`src/rtl/fpnew_opgroup_result_sequencer.sv`:
```
// Result sequencer for an operation group: returns slice results in issue order or round-robin completion order.
// Optional output pipeline register enabled by defining FPNEW_SEQ_OUT_REG_EN.
module fpnew_opgroup_result_sequencer #(
  parameter int unsigned NumSlices = 5,
  parameter int unsigned ResWidth  = 32,
  parameter int unsigned TagWidth  = 8,
  parameter int unsigned Depth     = 4,
  parameter bit          InOrder   = 1'b1,
  localparam int unsigned IdxW     = $clog2(NumSlices),
  localparam int unsigned CntW     = $clog2(Depth) + 1
) (
  input  logic                               clk_i,
  input  logic                               rst_ni,
  input  logic                               issue_valid_i,
  input  logic [IdxW-1:0]                    issue_slice_i,
  output logic                               issue_ready_o,
  input  logic [NumSlices-1:0]               slice_valid_i,
  output logic [NumSlices-1:0]               slice_ready_o,
  input  logic [NumSlices-1:0][ResWidth-1:0] slice_result_i,
  input  logic [NumSlices-1:0][4:0]          slice_status_i,
  input  logic [NumSlices-1:0]               slice_ext_bit_i,
  input  logic [NumSlices-1:0][TagWidth-1:0] slice_tag_i,
  input  logic                               flush_i,
  output logic                               out_valid_o,
  input  logic                               out_ready_i,
  output logic [ResWidth-1:0]                out_result_o,
  output logic [4:0]                         out_status_o,
  output logic                               out_ext_bit_o,
  output logic [TagWidth-1:0]                out_tag_o,
  output logic [CntW-1:0]                    outstanding_o,
  output logic                               busy_o
);

  localparam int unsigned PtrW = $clog2(Depth);

  logic [CntW-1:0] cnt_q, cnt_d;
  logic [PtrW-1:0] wr_ptr_q, rd_ptr_q;
  logic [IdxW-1:0] fifo_q [Depth];
  logic [IdxW-1:0] rr_q, rr_d;
  logic            lock_q, lock_d;
  logic [IdxW-1:0] lock_idx_q;

  logic            empty;
  logic            issue_ready_int;
  logic            issue_fire;
  logic            up_ready;
  logic            sel_valid;
  logic [IdxW-1:0] sel_idx;
  logic            pop;
  logic [NumSlices-1:0] slice_ready_c;
  int unsigned     cand;

  assign empty           = (cnt_q == '0);
  assign issue_ready_int = (cnt_q < CntW'(Depth)) & ~flush_i;
  assign issue_ready_o   = rst_ni & issue_ready_int;
  assign issue_fire      = issue_valid_i & issue_ready_o;

`ifdef FPNEW_SEQ_OUT_REG_EN
  logic                reg_valid_q;
  logic [ResWidth-1:0] reg_result_q;
  logic [4:0]          reg_status_q;
  logic                reg_ext_q;
  logic [TagWidth-1:0] reg_tag_q;

  // Register accepts whenever it is empty or being drained this cycle.
  assign up_ready = ~reg_valid_q | out_ready_i;
`else
  assign up_ready = out_ready_i;
`endif

  // Source selection: FIFO head in issue order, or locked/round-robin grant.
  always_comb begin
    sel_idx   = '0;
    sel_valid = 1'b0;
    cand      = 0;
    if (InOrder) begin
      sel_idx   = fifo_q[rd_ptr_q];
      sel_valid = ~empty & slice_valid_i[sel_idx];
    end else if (lock_q) begin
      sel_idx   = lock_idx_q;
      sel_valid = ~empty & slice_valid_i[lock_idx_q];
    end else begin
      for (int unsigned k = 0; k < NumSlices; k++) begin
        cand = 32'(rr_q) + k;
        if (cand >= NumSlices) cand = cand - NumSlices;
        if (!sel_valid && slice_valid_i[cand]) begin
          sel_valid = 1'b1;
          sel_idx   = IdxW'(cand);
        end
      end
      sel_valid = sel_valid & ~empty;
    end
  end

  assign pop = sel_valid & up_ready & ~flush_i;

  always_comb begin
    slice_ready_c = '0;
    if (flush_i) begin
      slice_ready_c = '1;
    end else if (InOrder) begin
      slice_ready_c[sel_idx] = ~empty & up_ready;
    end else begin
      slice_ready_c[sel_idx] = sel_valid & up_ready;
    end
  end

  assign slice_ready_o = rst_ni ? slice_ready_c : '0;

  always_comb begin
    cnt_d  = cnt_q + CntW'(issue_fire) - CntW'(pop);
    rr_d   = rr_q;
    lock_d = 1'b0;
    if (pop) begin
      rr_d = (32'(sel_idx) == NumSlices - 1) ? '0 : sel_idx + IdxW'(1);
    end
    if (!InOrder) lock_d = sel_valid & ~up_ready;
    if (flush_i) begin
      cnt_d  = '0;
      rr_d   = '0;
      lock_d = 1'b0;
    end
  end

  always_ff @(posedge clk_i) begin
    if (!rst_ni) begin
      cnt_q      <= '0;
      wr_ptr_q   <= '0;
      rd_ptr_q   <= '0;
      rr_q       <= '0;
      lock_q     <= 1'b0;
      lock_idx_q <= '0;
      for (int unsigned i = 0; i < Depth; i++) fifo_q[i] <= '0;
    end else begin
      cnt_q      <= cnt_d;
      rr_q       <= rr_d;
      lock_q     <= lock_d;
      lock_idx_q <= sel_idx;
      if (flush_i) begin
        wr_ptr_q <= '0;
        rd_ptr_q <= '0;
      end else begin
        if (issue_fire) begin
          fifo_q[wr_ptr_q] <= issue_slice_i;
          wr_ptr_q         <= wr_ptr_q + PtrW'(1);
        end
        if (pop) rd_ptr_q <= rd_ptr_q + PtrW'(1);
      end
    end
  end

`ifdef FPNEW_SEQ_OUT_REG_EN
  always_ff @(posedge clk_i) begin
    if (!rst_ni) begin
      reg_valid_q  <= 1'b0;
      reg_result_q <= '0;
      reg_status_q <= '0;
      reg_ext_q    <= 1'b0;
      reg_tag_q    <= '0;
    end else if (flush_i) begin
      reg_valid_q <= 1'b0;
    end else if (up_ready) begin
      reg_valid_q <= sel_valid;
      if (sel_valid) begin
        reg_result_q <= slice_result_i[sel_idx];
        reg_status_q <= slice_status_i[sel_idx];
        reg_ext_q    <= slice_ext_bit_i[sel_idx];
        reg_tag_q    <= slice_tag_i[sel_idx];
      end
    end
  end

  assign out_valid_o   = rst_ni & reg_valid_q & ~flush_i;
  assign out_result_o  = rst_ni ? reg_result_q : '0;
  assign out_status_o  = rst_ni ? reg_status_q : '0;
  assign out_ext_bit_o = rst_ni & reg_ext_q;
  assign out_tag_o     = rst_ni ? reg_tag_q : '0;
  assign busy_o        = rst_ni & ((cnt_q != '0) | reg_valid_q);
`else
  assign out_valid_o   = rst_ni & sel_valid & ~flush_i;
  assign out_result_o  = rst_ni ? slice_result_i[sel_idx] : '0;
  assign out_status_o  = rst_ni ? slice_status_i[sel_idx] : '0;
  assign out_ext_bit_o = rst_ni & slice_ext_bit_i[sel_idx];
  assign out_tag_o     = rst_ni ? slice_tag_i[sel_idx] : '0;
  assign busy_o        = rst_ni & (cnt_q != '0);
`endif

  assign outstanding_o = rst_ni ? cnt_q : '0;

  // A slice presenting a result while nothing is tracked breaks the protocol.
  always @(posedge clk_i) begin
    if (rst_ni && !flush_i)
      assert (!(empty && (|slice_valid_i)))
        else $error("slice result valid with no outstanding op");
  end

endmodule
```
`config.mk`:
```
export PLATFORM = sky130hd
export DESIGN_NAME = fpnew_opgroup_result_sequencer
export DESIGN_NICKNAME = d
export VERILOG_FILES = /design/src/rtl/fpnew_opgroup_result_sequencer.sv
export SDC_FILE = /design/constraint.sdc
export NUM_CORES = 1
export LEC_CHECK = 0
export BUFFER_PORTS_ARGS = -buffer_cell sky130_fd_sc_hd__buf_4
export CAP_MARGIN = 15
export CORE_AREA = 4 4 114 116
export CTS_CLUSTER_SIZE = 16
export DETAILED_ROUTE_END_ITERATION = 10
export DIE_AREA = 0 0 118 120
export PLACE_DENSITY = 0.71
export SETUP_SLACK_MARGIN = 0.05
export SLEW_MARGIN = 10
export SYNTH_ARGS = -nofsm -noshare
export SYNTH_HDL_FRONTEND = slang
export SYNTH_SLANG_ARGS = --single-unit
```
`constraint.sdc`:
```
create_clock -name clk_i -period 3.4 [get_ports clk_i]
set_input_delay 0.34 -clock clk_i [delete_from_list [all_inputs] [get_ports clk_i]]
set_output_delay 0.34 -clock clk_i [all_outputs]
set_load 0.02 [all_outputs]
```
After elaboration in Yosys (flattened, before gate mapping)
Memories as Yosys holds them, arrays and structs flattened. A register that Yosys moved wholly into a read port is not among the register bits.
Cells that the tools add are included.

word-level totals
  memories = 1
  bits in latches = 0
  RAM bits = 12
  input bits = 243
  logic and storage cells = 59
  output and inout port bits = 57
  bits in registers = 7
  ROM bits = 0

memories
  name    words  width  rd ports  clocked after Yosys merged registers in  wr ports  line  source
  fifo_q  4      3      1         1                                        4         38    logic [IdxW-1:0] fifo_q [Depth];

operators by class
  reductions and logical operators = 5
  add/sub/neg operators = 4
  bitwise gates (word level) = 15
  magnitude comparators = 3
  shifts and indexed selects = 0
  equality and inequality tests = 0
  div/mod/pow operators = 0
  mux-type cells = 28
  $mul = 0

operators with widths
  kind                 number
  $bmux 32 s3          1
  $mux 32              2
  $bmux 8 s3           1
  $mux 5               4
  $mux 8               2
  $bmux 5 s3           1
  $and 1x1->1          11
  $mux 1               9
  $bmux 1 s3           2
  $mux 2               3
  $mux 3               2
  $and 5x5->5          1
  $add 2x1->2 const B  2
  $lt 3x4->1 const B   1
  $add 3x1->3          1
  $demux 1 s3          1
  $ge 3x1->1 const B   1
  $logic_not 3->1      1
  $lt 3x3->1 const B   1
  $not 1->1            3
  $reduce_bool 3->1    1
  $reduce_or 3->1      1
  $sub 3x1->3          1
  $reduce_or 2->1      1
  $logic_and 1x1->1    1

Longest topological paths before layout
Gate-level depths: netlist of run 1.

  word-level depth = 10
  gate-level depth with buffers = 16
  gate-level depth less buffers = 13

Least setup slack after synthesis of run 1
No wires, ideal clock.

  path kind = flip-flop to flip-flop
  start point = register with a tool-made name
  end point = register cnt_q[2]
  cell stages (with the launch flop) = 17
  path buffers = 4
  slack = 323 ps
  data required time = 3272 ps
  clock period less this slack = 3077 ps
  arrival = 2949 ps
  library setup time = 128 ps
  cells stage by stage = dfxtp_1 buf_6 mux4_2 buf_2 buf_2 buf_2 nand3_1 nand2_1 nor3_1 ha_1 inv_1 ha_1 inv_1 fa_1 xor2_1 xnor2_1 nor2_1

RTL lines
  element               line  source
  to (signal assigned)  135   cnt_q <= cnt_d;
  to (decl)             36    logic [CntW-1:0] cnt_q, cnt_d;

==> results.yml, run 1 <==
clock_network:
  cts.path.max_buffers: 2
  cts.sinks: 21
  cts_tree: "yes"
  root_buffer: "clkbuf_16"
  path_clk_slew_ps: 60
  cts_made_buffers: 3
  clk_latency_ps: 260
  h-tree-depth: 1
timing:
  fin_tns_setup_ps: 0
  max_freq_ghz: 0.3159
  layout_setup_ws_ps: 234.5
  rsz0062_at_grt: "true"
  hold_viol: 0
  skew_ps: 7.776
  relSlewSlack_pct: 57.24
  fin_crit_sh_pct: 93.10
  worst_pin_slew_ps: 641.4
  period_needed_ps: 3166
  slew_violations: 0
  setup_violations: 0
layout:
  diodes: 0
  multiInputGateArea_um2: 2700
  nFillCells: 1177
  drive_gt1_share_pct: 48.94
  final_cells: 899
  syn2layout_area_growth_pct: 72.53
  seq_area_um2: 544.3
  final_nets: 999
drt:
  drc_errors: 0
  routed_wl_mm: 16.12
  drtAntennaViolNets: 0
  wl_per_cell_um: 17.93
  drtIter0Drc: 291
  firstDrtPassIters: 4
  via_per_inst: 5.321
  via_count: 4784
setup_path:
  path_max_fanout: 4
  crit_path_start_kind: "register"
  end_kind: "register"
  path_class: "register to register"
  slowest_stage: "mux4_4"
  worst-r2r-setup-slack_ps: 230
  crit_path_cell_trace: "mux4_4, nor4bb_4, a221o_1, nand2_2, nor3_2, ha_1, inv_1, ha_2, inv_2, fa_2, xor2_2, xnor2_1, nor2_1"
  cp_top_family: "adder cells"
  critPathArrivalTime_ps: 3300
  worst-path-buf-inv: 2
  reg2reg_depth: 13
  r2r_end: "cnt_q[2]"
  crit_required_ps: 3540
  max_stage_delay_ps: 690
logic_synthesis:
  synth_ff_type: "edfxtp_1"
  ys_seq_elements: 21
  yosysWarnings: 0
  synth_cell_types: 38
  syn_inst: 483
  ys_seq_area_share_pct: 15.78
  netlist_area_um2: 3426
  syn_avg_cell_area_um2: 7.093
  synth_nets: 729
  synth_edf_count: 12
  async_flop_share_pct: 0
worst_hold_path:
  hold_start: "issue_slice_i[2]"
  worstHoldEndpoint: "fifo_q[3][2]"
  hold_path_class: "input pin to register"
  min_path_cells: 2
die:
  rows: 40
  coreArea_um2: 11910
  die_w_um: 118
  io_pins: 300
  die_y_um: 120
  initial_utilization_pct: 28.76
  die-area_um2: 14160
place:
  dp_hpwl_mm: 12.63
  dpl.cell_count: 893
  port_buffers: 299
  dp_worst_setup_slack_ps: 124.8
  gp_congestion: 0.9220
run:
  cap_violations: 0
grt:
  grt_pass1_vias: 4613
  grt_max_degree: 61
  grt_remaining_overflow: 0
  grt_pass1_wl_mm: 24.25
  grt_util_all_layers_pct: 20.55
  antenna_found_initial: 0
run_status:
  status: "finished, final reports clean"
power_and_ir_drop:
  powerDensity_nw_per_um2: 212.2
  p_leak_uw: 0.002751
  vdd_ir_drop_max_mv: 0.2488
==> worst max-delay path by stage <==
| stage | end | slack (ps) | from | cells past startpoint |
|---|---|---|---|---|
| CTS | cnt_q[2] | 110 | register | 13 |
| global placement | cnt_q[2] | 270 | register | 13 |
| floorplan | cnt_q[2] | 320 | register | 16 |
| global route | cnt_q[2] | 0.1 | register | 13 |
| finish | cnt_q[2] | 230 | register | 13 |
| detailed placement | cnt_q[2] | 120 | register | 13 |
==> per-stage QoR <==
| stage | total power, uW | hold WS [ps] | util [%] | area, um^2 |
|---|---|---|---|---|
| 2_1_floorplan | 632.8 | 526.6 | - | 3426 |
| 3_3_place_gp | 992.8 | 555.6 | 48.43 | 5769 |
| 3_5_place_dp | 1004 | 582.3 | 48.43 | 5769 |
| 4_1_cts | 1252 | 385.9 | 49.10 | 5848 |
| 5_1_grt | 1335 | 392.3 | 49.62 | 5911 |
| 6_report | 1254 | 390.1 | 49.62 | 5911 |
==> layer usage <==
| metal | global-route usage, % | share of wire, % | routed length (um) |
|---|---|---|---|
| met1 | 24.69 | 40 | 6383 |
| met2 | 37.98 | 52 | 8408 |
| met3 | 3.676 | 6.1 | 986 |
| met4 | 4.762 | 2.1 | 340 |
| met5 | 0 | 0 | 0 |
==> power by group <==
part	internal, uW	switching (uW)
clock network	160	87.4
logic	393	336
registers	275	3.76
==> worst register-to-register path: stages, from the launching register on <==
cell and delay [ps]:
dfxtp_4 370, mux4_4 690, nor4bb_4 310, a221o_1 180, nand2_2 80, nor3_2 180
ha_1 250, inv_1 70, ha_2 170, inv_2 40, fa_2 340, xor2_2 150
xnor2_1 150, nor2_1 60
==> placed cells by master (no fill, tap or decap), drive strengths merged, types with 3 or more instances in the layout <==
cell,synthesis,final
buf,20,317
a21oi,78,78
o22ai,46,46
nand2,38,38
nand2b,35,35
o21a,34,34
mux2,32,32
o21ai,31,31
mux2i,21,21
and3,19,19
nand3,17,17
and2,13,13
edfxtp,12,12
nor2,11,11
dfxtp,9,9
nor3,7,7
nor2b,4,4
clkbuf,32,4
a31oi,3,3
mux4,3,3
inv,3,3
==> Yosys cell counts (2+ instances only) <==
library cell / instances / area share, %
a21oi_1: 78 / 11
o22ai_1: 46 / 8.4
nand2_1: 38 / 4.2
nand2b_1: 35 / 6.4
o21a_1: 34 / 7.5
clkbuf_1: 32 / 3.5
mux2_2: 32 / 11
o21ai_0: 30 / 4.4
mux2i_1: 21 / 6.1
and3_1: 19 / 3.5
nand3_1: 17 / 2.5
and2_1: 13 / 2.4
buf_2: 13 / 1.9
edfxtp_1: 12 / 11
nor2_1: 10 / 1.1
dfxtp_1: 9 / 5.3
nor3_1: 7 / 1.0
buf_1: 5 / 0.55
nor2b_1: 4 / 0.73
a31oi_1: 3 / 0.55
inv_1: 3 / 0.33
mux4_2: 3 / 2.0
ha_1: 2 / 0.73
xnor2_1: 2 / 0.51
xor2_1: 2 / 0.51
==> state kept, by name (all words and copies together) (netlist names), named ones only <==
register  cells
fifo_q       12
wr_ptr_q      2
cnt_q         3
rd_ptr_q      2
==> kinds of logic after synthesis <==
family	count (synthesis)	share of synthesized area, %
AOI/OAI and AO/OA	197	33.64
and+or+nand+nor	147	22.79
muxes	56	18.63
buffers and inverters	55	6.830
DFF	21	15.78
xor gates and xnor gates	4	1.023
adders and majority gates	3	1.315
==> area by class of cell <==
class | count | area share [%]
multi-input cells | 407 | 45.68
repair buffers | 317 | 40.47
well taps | 147 | 3.112
flip-flops and latches | 21 | 9.208
clock buffers | 4 | 1.334
inverters | 3 | 0.1905
==> what timing repair did <==
| action | 4_1_cts | 5_1_grt |
|---|---|---|
| gates resized for setup | 0 | 12 |
| hold buffers | 0 | 0 |
| setup buffers | 0 | 2 |
| setup endpoints to repair | 0 | 1 |
| hold endpoints to repair | 0 | 0 |
(Power assumes the default switching activity.)
==> run 2, diff against run 1 <==
==> constraint.sdc (replaced) <==
create_clock -name clk_i -period 3.4 [get_ports clk_i]
set_input_delay 0.51 -clock clk_i [delete_from_list [all_inputs] [get_ports clk_i]]
set_output_delay 0.51 -clock clk_i [all_outputs]
set_load 0.02 [all_outputs]
==> run 2 against run 1 <==
  * Die area unchanged
  * First-iteration DRC count increased by 21%
  * Critical path depth decreased by 6
  * Combinational power decreased by 0.5%
  * Highest routed layer unchanged
==> results.yml, run 2 (synthesis results as in run 1) <==
run_status:
  status: "finished, final reports clean"
setup_path:
  crit_required_ps: 2890
  crit_path_frequent_cell: "buf_4"
  path_class: "register to primary output"
  cp_top_family: "buffers and inverters"
  path_max_fanout: 52
  crit_path_cell_trace: "mux4_4, buf_4, nand2b_1, buf_6, o22ai_1, a21oi_1, buf_4"
  slowest_stage: "mux4_4"
  max_stage_delay_ps: 680
  end_kind: "primary output"
  critPathArrivalTime_ps: 2670
  worst-path-buf-inv: 3
  crit_path_start_kind: "register"
grt:
  grt_max_degree: 61
  grt_remaining_overflow: 0
  grt_pass1_vias: 4664
  antenna_found_initial: 0
  grt_pass1_wl_mm: 24.76
  grt_util_all_layers_pct: 20.93
clock_network:
  path_clk_slew_ps: 60
  clk_latency_ps: 250
  cts_resized: 0
  cts_setup_buffers: 0
  cts.path.max_buffers: 2
  cts_tree: "yes"
  root_buffer: "clkbuf_16"
  cts_made_buffers: 3
  cts-hold-fix-buffers: 0
  cts.sinks: 21
  h-tree-depth: 1
timing:
  skew_ps: 5.509
  hold_slack_ps: 554.7
  setup_violations: 0
  worst_pin_slew_ps: 565.1
  rsz0062_at_grt: "false"
  relSlewSlack_pct: 62.33
  fin_tns_setup_ps: 0
  slew_violations: 0
  fin_crit_sh_pct: 93.57
  max_freq_ghz: 0.3143
  period_needed_ps: 3181
  hold_viol: 0
power_and_ir_drop:
  vdd_ir_drop_max_mv: 0.3318
  p_leak_uw: 0.002751
  p_total_uw: 1251
  powerDensity_nw_per_um2: 212.8
die:
  initial_utilization_pct: 28.76
  rows: 40
  die-area_um2: 14160
  coreArea_um2: 11910
  die_w_um: 118
  io_pins: 300
  die_y_um: 120
run:
  cap_violations: 0
drt:
  via_count: 4807
  wl_per_cell_um: 18.12
  drtIter0Drc: 353
  routed_wl_mm: 16.29
  drc_errors: 0
  via_per_inst: 5.347
  firstDrtPassIters: 4
  drtAntennaViolNets: 0
layout:
  layout_commonest_cell: "buf_4"
  layout_common_cells: "buf_4, a21oi_1, o22ai_1, nand2_1, nand2b_1"
  syn2layout_area_growth_pct: 71.59
  diodes: 0
  regMostFlops: "fifo_q"
  fin_util_pct: 49.35
  final_area_um2: 5878
  final_nets: 999
  largest_reg_flops: 12
  nFillCells: 1157
  drive_gt1_share_pct: 47.87
  top_regs: "fifo_q (12), cnt_q (3)"
place:
  port_buffers: 299
  gp_congestion: 0.9074
  placed_area_um2: 5784
  dp_hpwl_mm: 12.74
worst_hold_path:
  hold_path_class: "input pin to register"
run 2: cell counts in the layout (fill, tap and decap cells not counted):
Identical to the previous run, type by type.
run 2: final cells by class:
| class | instances | area, um^2 | share of cell area (%) |
|---|---|---|---|
| Multi-Input combinational cell | 407 | 2663 | 45.30 |
| Timing Repair Buffer | 317 | 2400 | 40.83 |
| Sequential cell | 21 | 541.8 | 9.217 |
| Tap cell | 147 | 183.9 | 3.129 |
| Clock buffer | 4 | 78.83 | 1.341 |
| Inverter | 3 | 11.26 | 0.1916 |
run 2: final timing paths:
path | from | end | slack (ps) | depth (start not counted)
min reg2reg | wr_ptr_q[1] | wr_ptr_q[1] | 590 | 2
max reg2reg | fifo_q[2][0] | cnt_q[2] | 230 | 13
max | fifo_q[2][0] | out_result_o[26] | 220 | 7
min | issue_slice_i[2] | fifo_q[2][2] | 550 | 2
run 2: worst register-to-register path, delay by kind of cell, from the launching register on:
| family | cells | cell delay, ps |
|---|---|---|
| xor gates and xnor gates | 2 | 320 |
| adders and majority gates | 3 | 810 |
| buffers and inverters | 2 | 120 |
| muxes | 1 | 680 |
| AOI/OAI and AO/OA | 1 | 170 |
| and+or+nand+nor | 4 | 580 |
| DFF | 1 | 390 |
run 2: power by group:
part | internal [uW] | switching [uW]
Clock | 160 | 87.8
Sequential | 276 | 4.04
Combinational | 391 | 333
run 2: layer usage:
layer  vias to the layer above  global-route usage [%]  part of all wire (%)
met1                      2253                   25.60                    40
met2                       210                   38.77                    52
met3                        25                   3.299                   6.2
met5                         -                       0                     0
met4                         0                   4.249                   1.9
li1                       2319                       -                     -
run 2: through the flow:
stage	setup WS, ps	instances
6_report	218.5	899
5_1_grt	83.32	899
4_1_cts	88.31	899
3_5_place_dp	173.9	895
3_3_place_gp	276.7	895
2_1_floorplan	323.2	483
==> run 3, diff against run 2 <==
--- a/config.mk
+++ b/config.mk
@@ -7,11 +7,12 @@
 export LEC_CHECK = 0
 export BUFFER_PORTS_ARGS = -buffer_cell sky130_fd_sc_hd__buf_4
 export CAP_MARGIN = 15
-export CORE_AREA = 4 4 114 116
+export CORE_AREA = 4 4 113 115
+export CTS_CLUSTER_DIAMETER = 40
 export CTS_CLUSTER_SIZE = 16
 export DETAILED_ROUTE_END_ITERATION = 10
-export DIE_AREA = 0 0 118 120
-export PLACE_DENSITY = 0.71
+export DIE_AREA = 0 0 117 119
+export PLACE_DENSITY = 0.72
 export SETUP_SLACK_MARGIN = 0.05
 export SLEW_MARGIN = 10
 export SYNTH_ARGS = -nofsm -noshare
==> constraint.sdc (replaced) <==
create_clock -name clk_i -period 3.67 [get_ports clk_i]
set_input_delay 0.5505 -clock clk_i [delete_from_list [all_inputs] [get_ports clk_i]]
set_output_delay 0.5505 -clock clk_i [all_outputs]
set_load 0.02 [all_outputs]
==> run 3 against run 2 <==
  * Combinational power decreased by 8.7%
  * Sequential cell count did not move
  * Final cell count is 0.33% lower
  * Count of clock-buffer cells in the layout fell by 1
  * Setup slack better by 83 ps
  * Largest power group unchanged
  * Utilization rose by 0.11 points
  * Sequential share of layout area about the same
==> results.yml, run 3 (synthesis results as in run 1) <==
timing:
  rsz0062_at_grt: "false"
  period_needed_ps: 3368
  skew_ps: 3.751
  fin_crit_sh_pct: 91.78
  fin_tns_setup_ps: 0
  hold_viol: 0
  max_freq_ghz: 0.2969
  relSlewSlack_pct: 45.94
  slew_violations: 0
  worst_pin_slew_ps: 810.9
  setup_violations: 0
layout:
  drive_gt1_share_pct: 47.53
  final_nets: 996
  syn2layout_area_growth_pct: 70.53
  multiInputGateArea_um2: 2656
  diodes: 0
  layout_common_cells: "buf_4, a21oi_1, o22ai_1, nand2_1, nand2b_1"
  seq_area_um2: 540.5
  layout_commonest_cell: "buf_4"
  nFillCells: 1157
  regMostFlops: "fifo_q"
  largest_reg_flops: 12
  top_regs: "fifo_q (12), cnt_q (3)"
  final_cells: 896
grt:
  antenna_found_initial: 0
  grt_pass1_vias: 4374
  grt_pass1_wl_mm: 22.25
  grt_max_degree: 80
  grt_util_all_layers_pct: 19.74
  grt_remaining_overflow: 0
die:
  rows: 40
  die_y_um: 119
  coreArea_um2: 11810
  initial_utilization_pct: 29.00
  die-area_um2: 13920
  die_w_um: 117
  io_pins: 300
setup_path:
  path_max_fanout: 53
  crit_path_cell_trace: "mux4_4, buf_4, mux2i_1, nand3_1, nand2_1, nor3_1, ha_1, inv_1, ha_1, inv_1, fa_1, xor2_1, xnor2_1, nor2_1"
  critPathArrivalTime_ps: 3520
  path_class: "register to register"
  crit_path_start_kind: "register"
  end_kind: "register"
  slowest_stage: "mux4_4"
  max_stage_delay_ps: 690
  worst-r2r-setup-slack_ps: 300
  crit_required_ps: 3820
  r2r_end: "cnt_q[2]"
  reg2reg_depth: 14
power_and_ir_drop:
  clockPowerShare_pct: 20.0
  p_seq_share_pct: 22.5
  p_leak_uw: 0.002737
  p_sw_uw: 389.3
  power.share.combinational_pct: 57.5
  internal_power_uw: 760.3
  vdd_ir_drop_max_mv: 0.1838
  p_sw_share_pct: 33.87
  powerDensity_nw_per_um2: 196.8
clock_network:
  root_buffer: "clkbuf_16"
  path_clk_slew_ps: 60
  cts_tree: "yes"
  cts.sinks: 21
  clk_latency_ps: 250
  cts.path.max_buffers: 2
  cts_setup_buffers: 0
  cts_made_buffers: 3
  cts_resized: 0
  h-tree-depth: 1
  cts-hold-fix-buffers: 0
worst_hold_path:
  min_path_cells: 1
  hold_start: "rd_ptr_q[0]"
  hold_path_class: "register to register"
run:
  cap_violations: 0
place:
  gp_congestion: 0.8247
  dpl.cell_count: 891
  dp_hpwl_mm: 11.85
  port_buffers: 299
run_status:
  status: "finished, final reports clean"
drt:
  drtIter0Drc: 367
  routed_wl_mm: 15.35
  wl_per_cell_um: 17.13
  drc_errors: 0
  firstDrtPassIters: 4
  via_per_inst: 5.162
  via_count: 4625
  drtAntennaViolNets: 0
==> run 3: power groups by stage <==
stage / combinational, uW / clock, uW / sequential, uW
after floorplan: 324 / 0 / 262
after global placement: 657 / 0 / 263
after detailed placement: 660 / 0 / 264
after CTS: 662 / 230 / 259
after global routing: 715 / 238 / 259
final: 661 / 230 / 259
==> run 3: routing by layer <==
layer,routed length (um),global-route usage [%],up-vias
li1,-,-,2317
met2,7726,35.17,185
met3,1087,2.033,21
met1,6259,25.36,2102
met4,276,4.229,0
met5,0,0,-
==> run 3: area by class of cell <==
type / count / area share [%]
clock buffer: 3 / 1.285
clock inverter: 1 / 0.08567
inverter: 3 / 0.1928
sequential: 21 / 9.253
tap: 147 / 3.148
multi-input combinational: 407 / 45.47
timing repair buffer: 314 / 40.57
==> run 3: how the worst max path moves through the flow <==
stage,end,slack [ps],cells after the start
after detailed placement,cnt_q[2],310,14
after CTS,cnt_q[2],280,14
after floorplan,cnt_q[2],590,16
after global placement,cnt_q[2],380,14
final,cnt_q[2],300,14
after global routing,cnt_q[2],70,14
==> run 3: worst max-delay path, delay by kind of cell, from the launching register on <==
family	cells	cell delay (ps)
xor gates and xnor gates	2	310
muxes	2	900
buffers and inverters	3	450
DFF	1	390
adders and majority gates	3	780
and+or+nand+nor	4	420
==> run 3: metrics by stage <==
| stage | util, % | total power (uW) | cell area, um^2 | setup WS [ps] | hold WS (ps) |
|---|---|---|---|---|---|
| 6_report | 49.46 | 1150 | 5842 | 301.6 | 568.2 |
| 5_1_grt | 49.46 | 1213 | 5842 | 68.87 | 601.0 |
| 4_1_cts | 49.40 | 1150 | 5834 | 280.7 | 568.4 |
| 3_5_place_dp | 48.72 | 923.4 | 5754 | 308.3 | 558.4 |
| 3_3_place_gp | 48.72 | 920.6 | 5754 | 382.8 | 570.1 |
| 2_1_floorplan | - | 586.3 | 3426 | 593.2 | 526.6 |
